**src/rtl/matrix_stream_printer.sv**
```systemverilog
// -----------------------------------------------------------------------------
// matrix_stream_printer
//
// Purpose:
//   Streams a matrix of up to MAX_ROWS x MAX_COLS signed DATA_W-bit elements to
//   a UART number sender as a token sequence:
//     [header] [rows] [cols + newline] [data..., newline after each printed row]
//   Elements are fetched through a 1-cycle-latency read port. The matrix can be
//   printed in normal (row-major) or transposed (column-major) order, and a
//   print can be aborted at any time.
//
// Configuration:
//   PRINTER_CHECKSUM_EN (macro) - when defined, a DATA_W-bit wrap-around sum of
//   all data tokens is sent as one trailing token (with newline) before the
//   done pulse. When undefined there is no TAIL state and no accumulator.
//
// Ports:
//   clk                 in   rising-edge clock
//   rst                 in   synchronous active-high reset
//   start               in   1-cycle pulse, begin a print (ignored while busy)
//   abort               in   return to IDLE at the next edge, no printer_done
//   transpose           in   sampled with start; 1 = print A^T
//   mat_rows            in   row count, sampled with start (clamped to MAX_ROWS)
//   mat_cols            in   col count, sampled with start (clamped to MAX_COLS)
//   rd_row / rd_col     out  element read address
//   rd_en               out  read strobe; rd_data is valid the following cycle
//   rd_data             in   element read data
//   sender_data         out  token value, held stable until sender_done
//   sender_start        out  1-cycle pulse per token
//   sender_is_last_col  out  qualifies sender_start: append newline
//   sender_newline_only out  qualifies sender_start: newline only (never used
//                            by this printer, always 0)
//   sender_done         in   sender finished the current token
//   busy                out  high while not IDLE
//   printer_done        out  1-cycle pulse after the final token completes
//   dbg_state           out  current FSM state encoding
//
// Handshake: each send state presents sender_data and pulses sender_start
// once, then holds sender_data and waits for sender_done. Only a sender_done
// seen while a token is outstanding advances the FSM; any other sender_done
// is ignored.
// -----------------------------------------------------------------------------
module matrix_stream_printer #(
  parameter int DATA_W     = 8,
  parameter int MAX_ROWS   = 5,
  parameter int MAX_COLS   = 5,
  parameter int HEADER_VAL = 170,
  parameter int HEADER_EN  = 1,
  localparam int RW = (MAX_ROWS > 1) ? $clog2(MAX_ROWS) : 1,
  localparam int CW = (MAX_COLS > 1) ? $clog2(MAX_COLS) : 1
) (
  input  logic              clk,
  input  logic              rst,
  input  logic              start,
  input  logic              abort,
  input  logic              transpose,
  input  logic [RW-1:0]     mat_rows,
  input  logic [CW-1:0]     mat_cols,
  output logic [RW-1:0]     rd_row,
  output logic [CW-1:0]     rd_col,
  output logic              rd_en,
  input  logic [DATA_W-1:0] rd_data,
  output logic [DATA_W-1:0] sender_data,
  output logic              sender_start,
  output logic              sender_is_last_col,
  output logic              sender_newline_only,
  input  logic              sender_done,
  output logic              busy,
  output logic              printer_done,
  output logic [3:0]        dbg_state
);

  typedef enum logic [3:0] {
    S_IDLE  = 4'd0,
    S_HEAD  = 4'd1,
    S_DIM_R = 4'd2,
    S_DIM_C = 4'd3,
    S_FETCH = 4'd4,
    S_SEND  = 4'd5,
    S_WAIT  = 4'd6,
`ifdef PRINTER_CHECKSUM_EN
    S_TAIL  = 4'd7,
`endif
    S_DONE  = 4'd8
  } state_e;

  localparam logic [RW-1:0]     MAX_R = RW'(MAX_ROWS);
  localparam logic [CW-1:0]     MAX_C = CW'(MAX_COLS);
  localparam logic [DATA_W-1:0] HDR   = DATA_W'(HEADER_VAL);

  state_e              state_q, state_d;
  logic [RW-1:0]       rows_q, rows_d;
  logic [CW-1:0]       cols_q, cols_d;
  logic                tr_q, tr_d;
  logic [RW-1:0]       r_q, r_d;
  logic [CW-1:0]       c_q, c_d;
  logic                sent_q, sent_d;      // token of the current send state issued
  logic [DATA_W-1:0]   sdata_q, sdata_d;
  logic                sstart_q, sstart_d;
  logic                slast_q, slast_d;
`ifdef PRINTER_CHECKSUM_EN
  logic [DATA_W-1:0]   sum_q, sum_d;
`endif

  // Last valid index on each axis (only meaningful for non-zero dims).
  logic [RW-1:0] r_max;
  logic [CW-1:0] c_max;
  logic          row_last;   // current element ends a printed row
  logic          elem_last;  // current element is the final one

  assign r_max     = rows_q - RW'(1);
  assign c_max     = cols_q - CW'(1);
  // Transposed: a printed row is a source column, so it ends on the last row.
  assign row_last  = tr_q ? (r_q == r_max) : (c_q == c_max);
  assign elem_last = (r_q == r_max) && (c_q == c_max);

  always_ff @(posedge clk) begin
    if (rst) begin
      state_q  <= S_IDLE;
      rows_q   <= '0;
      cols_q   <= '0;
      tr_q     <= 1'b0;
      r_q      <= '0;
      c_q      <= '0;
      sent_q   <= 1'b0;
      sdata_q  <= '0;
      sstart_q <= 1'b0;
      slast_q  <= 1'b0;
`ifdef PRINTER_CHECKSUM_EN
      sum_q    <= '0;
`endif
    end else begin
      state_q  <= state_d;
      rows_q   <= rows_d;
      cols_q   <= cols_d;
      tr_q     <= tr_d;
      r_q      <= r_d;
      c_q      <= c_d;
      sent_q   <= sent_d;
      sdata_q  <= sdata_d;
      sstart_q <= sstart_d;
      slast_q  <= slast_d;
`ifdef PRINTER_CHECKSUM_EN
      sum_q    <= sum_d;
`endif
    end
  end

  always_comb begin
    state_d  = state_q;
    rows_d   = rows_q;
    cols_d   = cols_q;
    tr_d     = tr_q;
    r_d      = r_q;
    c_d      = c_q;
    sent_d   = sent_q;
    sdata_d  = sdata_q;
    sstart_d = 1'b0;
    slast_d  = 1'b0;
`ifdef PRINTER_CHECKSUM_EN
    sum_d    = sum_q;
`endif

    // Abort has priority over everything, including a start seen in IDLE.
    if (abort) begin
      state_d = S_IDLE;
      sent_d  = 1'b0;
    end else begin
      case (state_q)
        S_IDLE: begin
          if (start) begin
            rows_d  = (mat_rows > MAX_R) ? MAX_R : mat_rows;
            cols_d  = (mat_cols > MAX_C) ? MAX_C : mat_cols;
            tr_d    = transpose;
            r_d     = '0;
            c_d     = '0;
            sent_d  = 1'b0;
`ifdef PRINTER_CHECKSUM_EN
            sum_d   = '0;
`endif
            state_d = (HEADER_EN != 0) ? S_HEAD : S_DIM_R;
          end
        end

        S_HEAD: begin
          if (!sent_q) begin
            sdata_d  = HDR;
            sstart_d = 1'b1;
            sent_d   = 1'b1;
          end else if (sender_done) begin
            sent_d  = 1'b0;
            state_d = S_DIM_R;
          end
        end

        // First dimension token: rows normally, cols when transposed.
        S_DIM_R: begin
          if (!sent_q) begin
            sdata_d  = tr_q ? DATA_W'(cols_q) : DATA_W'(rows_q);
            sstart_d = 1'b1;
            sent_d   = 1'b1;
          end else if (sender_done) begin
            sent_d  = 1'b0;
            state_d = S_DIM_C;
          end
        end

        // Second dimension token closes the dimension line.
        S_DIM_C: begin
          if (!sent_q) begin
            sdata_d  = tr_q ? DATA_W'(rows_q) : DATA_W'(cols_q);
            sstart_d = 1'b1;
            slast_d  = 1'b1;
            sent_d   = 1'b1;
          end else if (sender_done) begin
            sent_d  = 1'b0;
            // An empty matrix has no data and no checksum line.
            state_d = ((rows_q == '0) || (cols_q == '0)) ? S_DONE : S_FETCH;
          end
        end

        S_FETCH: begin
          state_d = S_SEND;
        end

        // rd_data belongs to the address strobed in FETCH.
        S_SEND: begin
          sdata_d  = rd_data;
          sstart_d = 1'b1;
          slast_d  = row_last;
`ifdef PRINTER_CHECKSUM_EN
          sum_d    = sum_q + rd_data;
`endif
          state_d  = S_WAIT;
        end

        S_WAIT: begin
          if (sender_done) begin
            if (elem_last) begin
`ifdef PRINTER_CHECKSUM_EN
              state_d = S_TAIL;
`else
              state_d = S_DONE;
`endif
            end else begin
              // Inner index wraps to 0 and carries into the outer index.
              if (tr_q) begin
                if (r_q == r_max) begin
                  r_d = '0;
                  c_d = c_q + CW'(1);
                end else begin
                  r_d = r_q + RW'(1);
                end
              end else begin
                if (c_q == c_max) begin
                  c_d = '0;
                  r_d = r_q + RW'(1);
                end else begin
                  c_d = c_q + CW'(1);
                end
              end
              state_d = S_FETCH;
            end
          end
        end

`ifdef PRINTER_CHECKSUM_EN
        S_TAIL: begin
          if (!sent_q) begin
            sdata_d  = sum_q;
            sstart_d = 1'b1;
            slast_d  = 1'b1;
            sent_d   = 1'b1;
          end else if (sender_done) begin
            sent_d  = 1'b0;
            state_d = S_DONE;
          end
        end
`endif

        S_DONE: begin
          state_d = S_IDLE;
        end

        default: begin
          state_d = S_IDLE;
        end
      endcase
    end
  end

  assign rd_row              = r_q;
  assign rd_col              = c_q;
  assign rd_en               = (state_q == S_FETCH);
  assign sender_data         = sdata_q;
  assign sender_start        = sstart_q;
  assign sender_is_last_col  = slast_q;
  assign sender_newline_only = 1'b0;
  assign busy                = (state_q != S_IDLE);
  assign printer_done        = (state_q == S_DONE);
  assign dbg_state           = state_q;

endmodule

```
**config.mk**
```make
export PLATFORM = sky130hd
export DESIGN_NAME = matrix_stream_printer
export DESIGN_NICKNAME = d
export VERILOG_FILES = /design/src/rtl/matrix_stream_printer.sv
export SDC_FILE = /design/constraint.sdc
export NUM_CORES = 1
export LEC_CHECK = 0
export ABC_AREA = 0
export BUFFER_PORTS_ARGS = -buffer_cell sky130_fd_sc_hd__buf_2
export CAP_MARGIN = 20
export CORE_MARGIN = 2
export CORE_UTILIZATION = 25
export DETAILED_ROUTE_END_ITERATION = 6
export PLACE_DENSITY_LB_ADDON = 0.3
export SLEW_MARGIN = 10
export SYNTH_ARGS = -nofsm -noshare
export SYNTH_HDL_FRONTEND = slang
export SYNTH_SLANG_ARGS = --single-unit
```
**constraint.sdc**
```tcl
create_clock -name clk -period 3 [get_ports clk]
set_input_delay 0.15 -clock clk [delete_from_list [all_inputs] [get_ports clk]]
set_output_delay 0.15 -clock clk [all_outputs]
set_load 0.03 [all_outputs]
```
==> out/metrics.yaml <==
logic_synthesis:
  synth_commonest_cells: "dfxtp_1, nor2_1, nand2_1"
  synth-edff-count: 0
  synth_area_leader_cell: "dfxtp_1"
  synth-seq-area-share_pct: 32.8
  synthArstFlopShare_pct: 0
  synthesis.nets: 227
  synth_top_area_share_pct: 32.8
  synth_warnings: 0
  synth_top_flop_cell: "dfxtp_1"
  synthesis.area_sq_mm: 0.00171
  synth_cells: 201
  ys_types: 53
  ys_ff_latch: 28
  syn_avg_cell_area_sq_um: 8.51
  yosys-top-cells-area: "dfxtp_1, nor2_1, ha_1"
  yosysMostFrequentCell: "dfxtp_1"
sta:
  setup_violations: 0
  layout_setup_ws_ps: 808
  final.setup.tns_ps: 0
  slew_violations: 0
  skew_ps: 5.96
  finalHoldViolations: 0
  rsz0062_at_grt: "false"
  min_period_over_period_pct: 73.1
  slew_headroom_pct: 59.5
  finalCriticalPeriod_ps: 2190
  tightest_slew_ps: 603
  max_freq_mhz: 456
placed_design:
  dp_cells: 312
  portBuffers: 42
  hpwlAfterDp_um: 3220
  place.gp.congestion: 0.819
  dp_slack_ps: 845
run_status:
  status: "finished clean"
finish:
  ff_latch_area_sq_um: 561
  diodes: 0
  area_delta_synth_final_pct: 17.7
  multi_input_area_sq_mm: 0.00106
  final_cells: 315
  drive_above_1_share_pct: 23.8
  fin_util_pct: 30.0
  fillers: 702
  nets: 263
worst_setup_path:
  worst-r2r-cell-count: 5
  slowest_stage: "dfxtp_1"
  critPathArrivalTime_ps: 2370
  cp-end-kind: "flop"
  required_ps: 3180
  r2r_start: "dbg_state[2]"
  crit_path_end: "rd_col[2]"
  worstPathCellList: "nand4bb_1, nor4_1, mux2i_1, a21oi_1, a221o_1"
  reg2reg_setup_slack_ps: 810
  worstSetupPathType: "reg -> reg"
  cpPeakStageDelay_ps: 700
  path_max_fanout: 19
  worstSetupStartpoint: "dbg_state[2]"
  cp-start-kind: "flop"
  reg2reg_to: "rd_col[2]"
clocking:
  numCtsBuffers: 3
  postCtsSetupBuffers: 0
  htreeDepth: 1
  clk_latency_ps: 270
  path_clk_slew_ps: 100
  cts_tree: "built"
  cts_hold_buf: 0
  clockBufferDepth: 2
  root_buffer: "clkbuf_8"
  cts_sinks: 28
  cts_resized: 0
die:
  fp.dieH_um: 86.7
  start_util_pct: 25.5
  ios: 44
  core-area_sq_mm: 0.00672
  dieArea_sq_mm: 0.00752
  die_w_um: 86.7
  row_count: 30
drt:
  first_iter_violations: 62
  final_antenna_net_count: 0
  wl_per_cell_um: 13.6
  via_per_inst: 4.97
  firstDrtPassIters: 4
  drt-total-wl_um: 4280
  drc: 0
  vias: 1566
power:
  power.total_mw: 0.734
  p_leak_nw: 0.832
  peakVddDrop_v: 0.000158
  pwr_density_cell_mw_per_mm2: 365
global_routing:
  grt_antenna_before_repair: 0
  grt_overflow: 0
  grt_pass1_wl_um: 6820
  grt_use_total_pct: 11.3
  grt_max_degree: 25
  grt_pass1_vias: 1388
worst_hold_path:
  holdCritPathClass: "in -> reg"
run:
  drv_cap: 0
-- kinds of logic (layout without fill, tap and decap cells) --
logic type / after synthesis / after routing / synth area share [%]
muxes: 9 / 9 / 5.49
buffers and inverters: 22 / 56 / 5.49
xor gates and xnor gates: 7 / 7 / 5.27
adders and majority gates: 6 / 6 / 4.39
and+or+nand+nor: 79 / 79 / 24.8
AOI/OAI and AO/OA: 49 / 49 / 21.6
other: 1 / 1 / 0.219
DFF: 28 / 28 / 32.8
-- metal layers --
| metal | vias to the layer above | routed length (um) | GRT usage, % |
|---|---|---|---|
| li1 | 804 | - | - |
| met1 | 735 | 2140 | 15.3 |
| met2 | 25 | 1920 | 18.5 |
| met3 | 2 | 198 | 2.95 |
| met4 | 0 | 18 | 1.70 |
| met5 | - | 0 | 0 |
-- worst max-delay path: cells and delay by family, from the launching register on --
family           cells  cell delay (ps)
flip-flops           1              700
multiplexers         1              230
AO/OA/AOI/OAI        2              470
AND/OR/NAND/NOR      2              690
-- flip-flops by register name, indices dropped and copies added (netlist names) --
register,count
cols_q,3
dbg_state,4
rd_col,3
rd_row,3
rows_q,3
sender_data,8
sender_is_last_col,1
sender_start,1
sent_q,1
tr_q,1
-- through the flow --
stage / instance area [sq um] / hold slack (ps)
2_1_floorplan: 1710 / 297
3_3_place_gp: 1970 / 389
4_1_cts: 2010 / 105
5_1_grt: 2010 / 125
6_report: 2010 / 109
3_5_place_dp: 1970 / 399
-- report_power, final --
| part | total [mW] | leakage, nW | switching (mW) | internal [mW] |
|---|---|---|---|---|
| sequential | 0.395 | 0.227 | 0.0132 | 0.382 |
| combinational | 0.130 | 0.583 | 0.0768 | 0.0535 |
| clock | 0.208 | 0.0216 | 0.118 | 0.0903 |
-- worst min path at each step --
stage                endpoint        start  cells after the start
3_3_place_gp   sender_data[4]   rd_data[4]                      3
5_1_grt                  tr_q    transpose                      3
2_1_floorplan       cols_q[2]  mat_cols[2]                      2
4_1_cts        sender_data[4]   rd_data[4]                      3
6_report       sender_data[6]   rd_data[6]                      3
3_5_place_dp   sender_data[6]   rd_data[6]                      3
-- layout make-up --
class / count / share of cell area [%]
Timing Repair Buffer: 43 / 10.8
Inverter: 10 / 1.86
Tap cell: 80 / 4.97
Multi-Input combinational cell: 151 / 52.5
Clock buffer: 3 / 2.05
Sequential cell: 28 / 27.8
-- layout by cell type (no fill, tap or decap), drive strengths merged, types with 2 or more instances in the layout --
cell	count
nand2b	5
o22a	2
a311oi	4
a221oi	5
mux2	3
and3b	3
nor2	21
buf	43
o21ai	6
mux2i	6
a22oi	4
nor3	8
nor3b	4
dfxtp	28
xor2	2
a31oi	3
ha	6
nand3	8
inv	10
nor2b	4
o31ai	2
a21oi	9
a211oi	4
or2	2
a2bb2oi	2
nand3b	2
clkbuf	3
a22o	2
xnor2	3
and3	2
nand2	14
(Power assumes the default switching activity.)
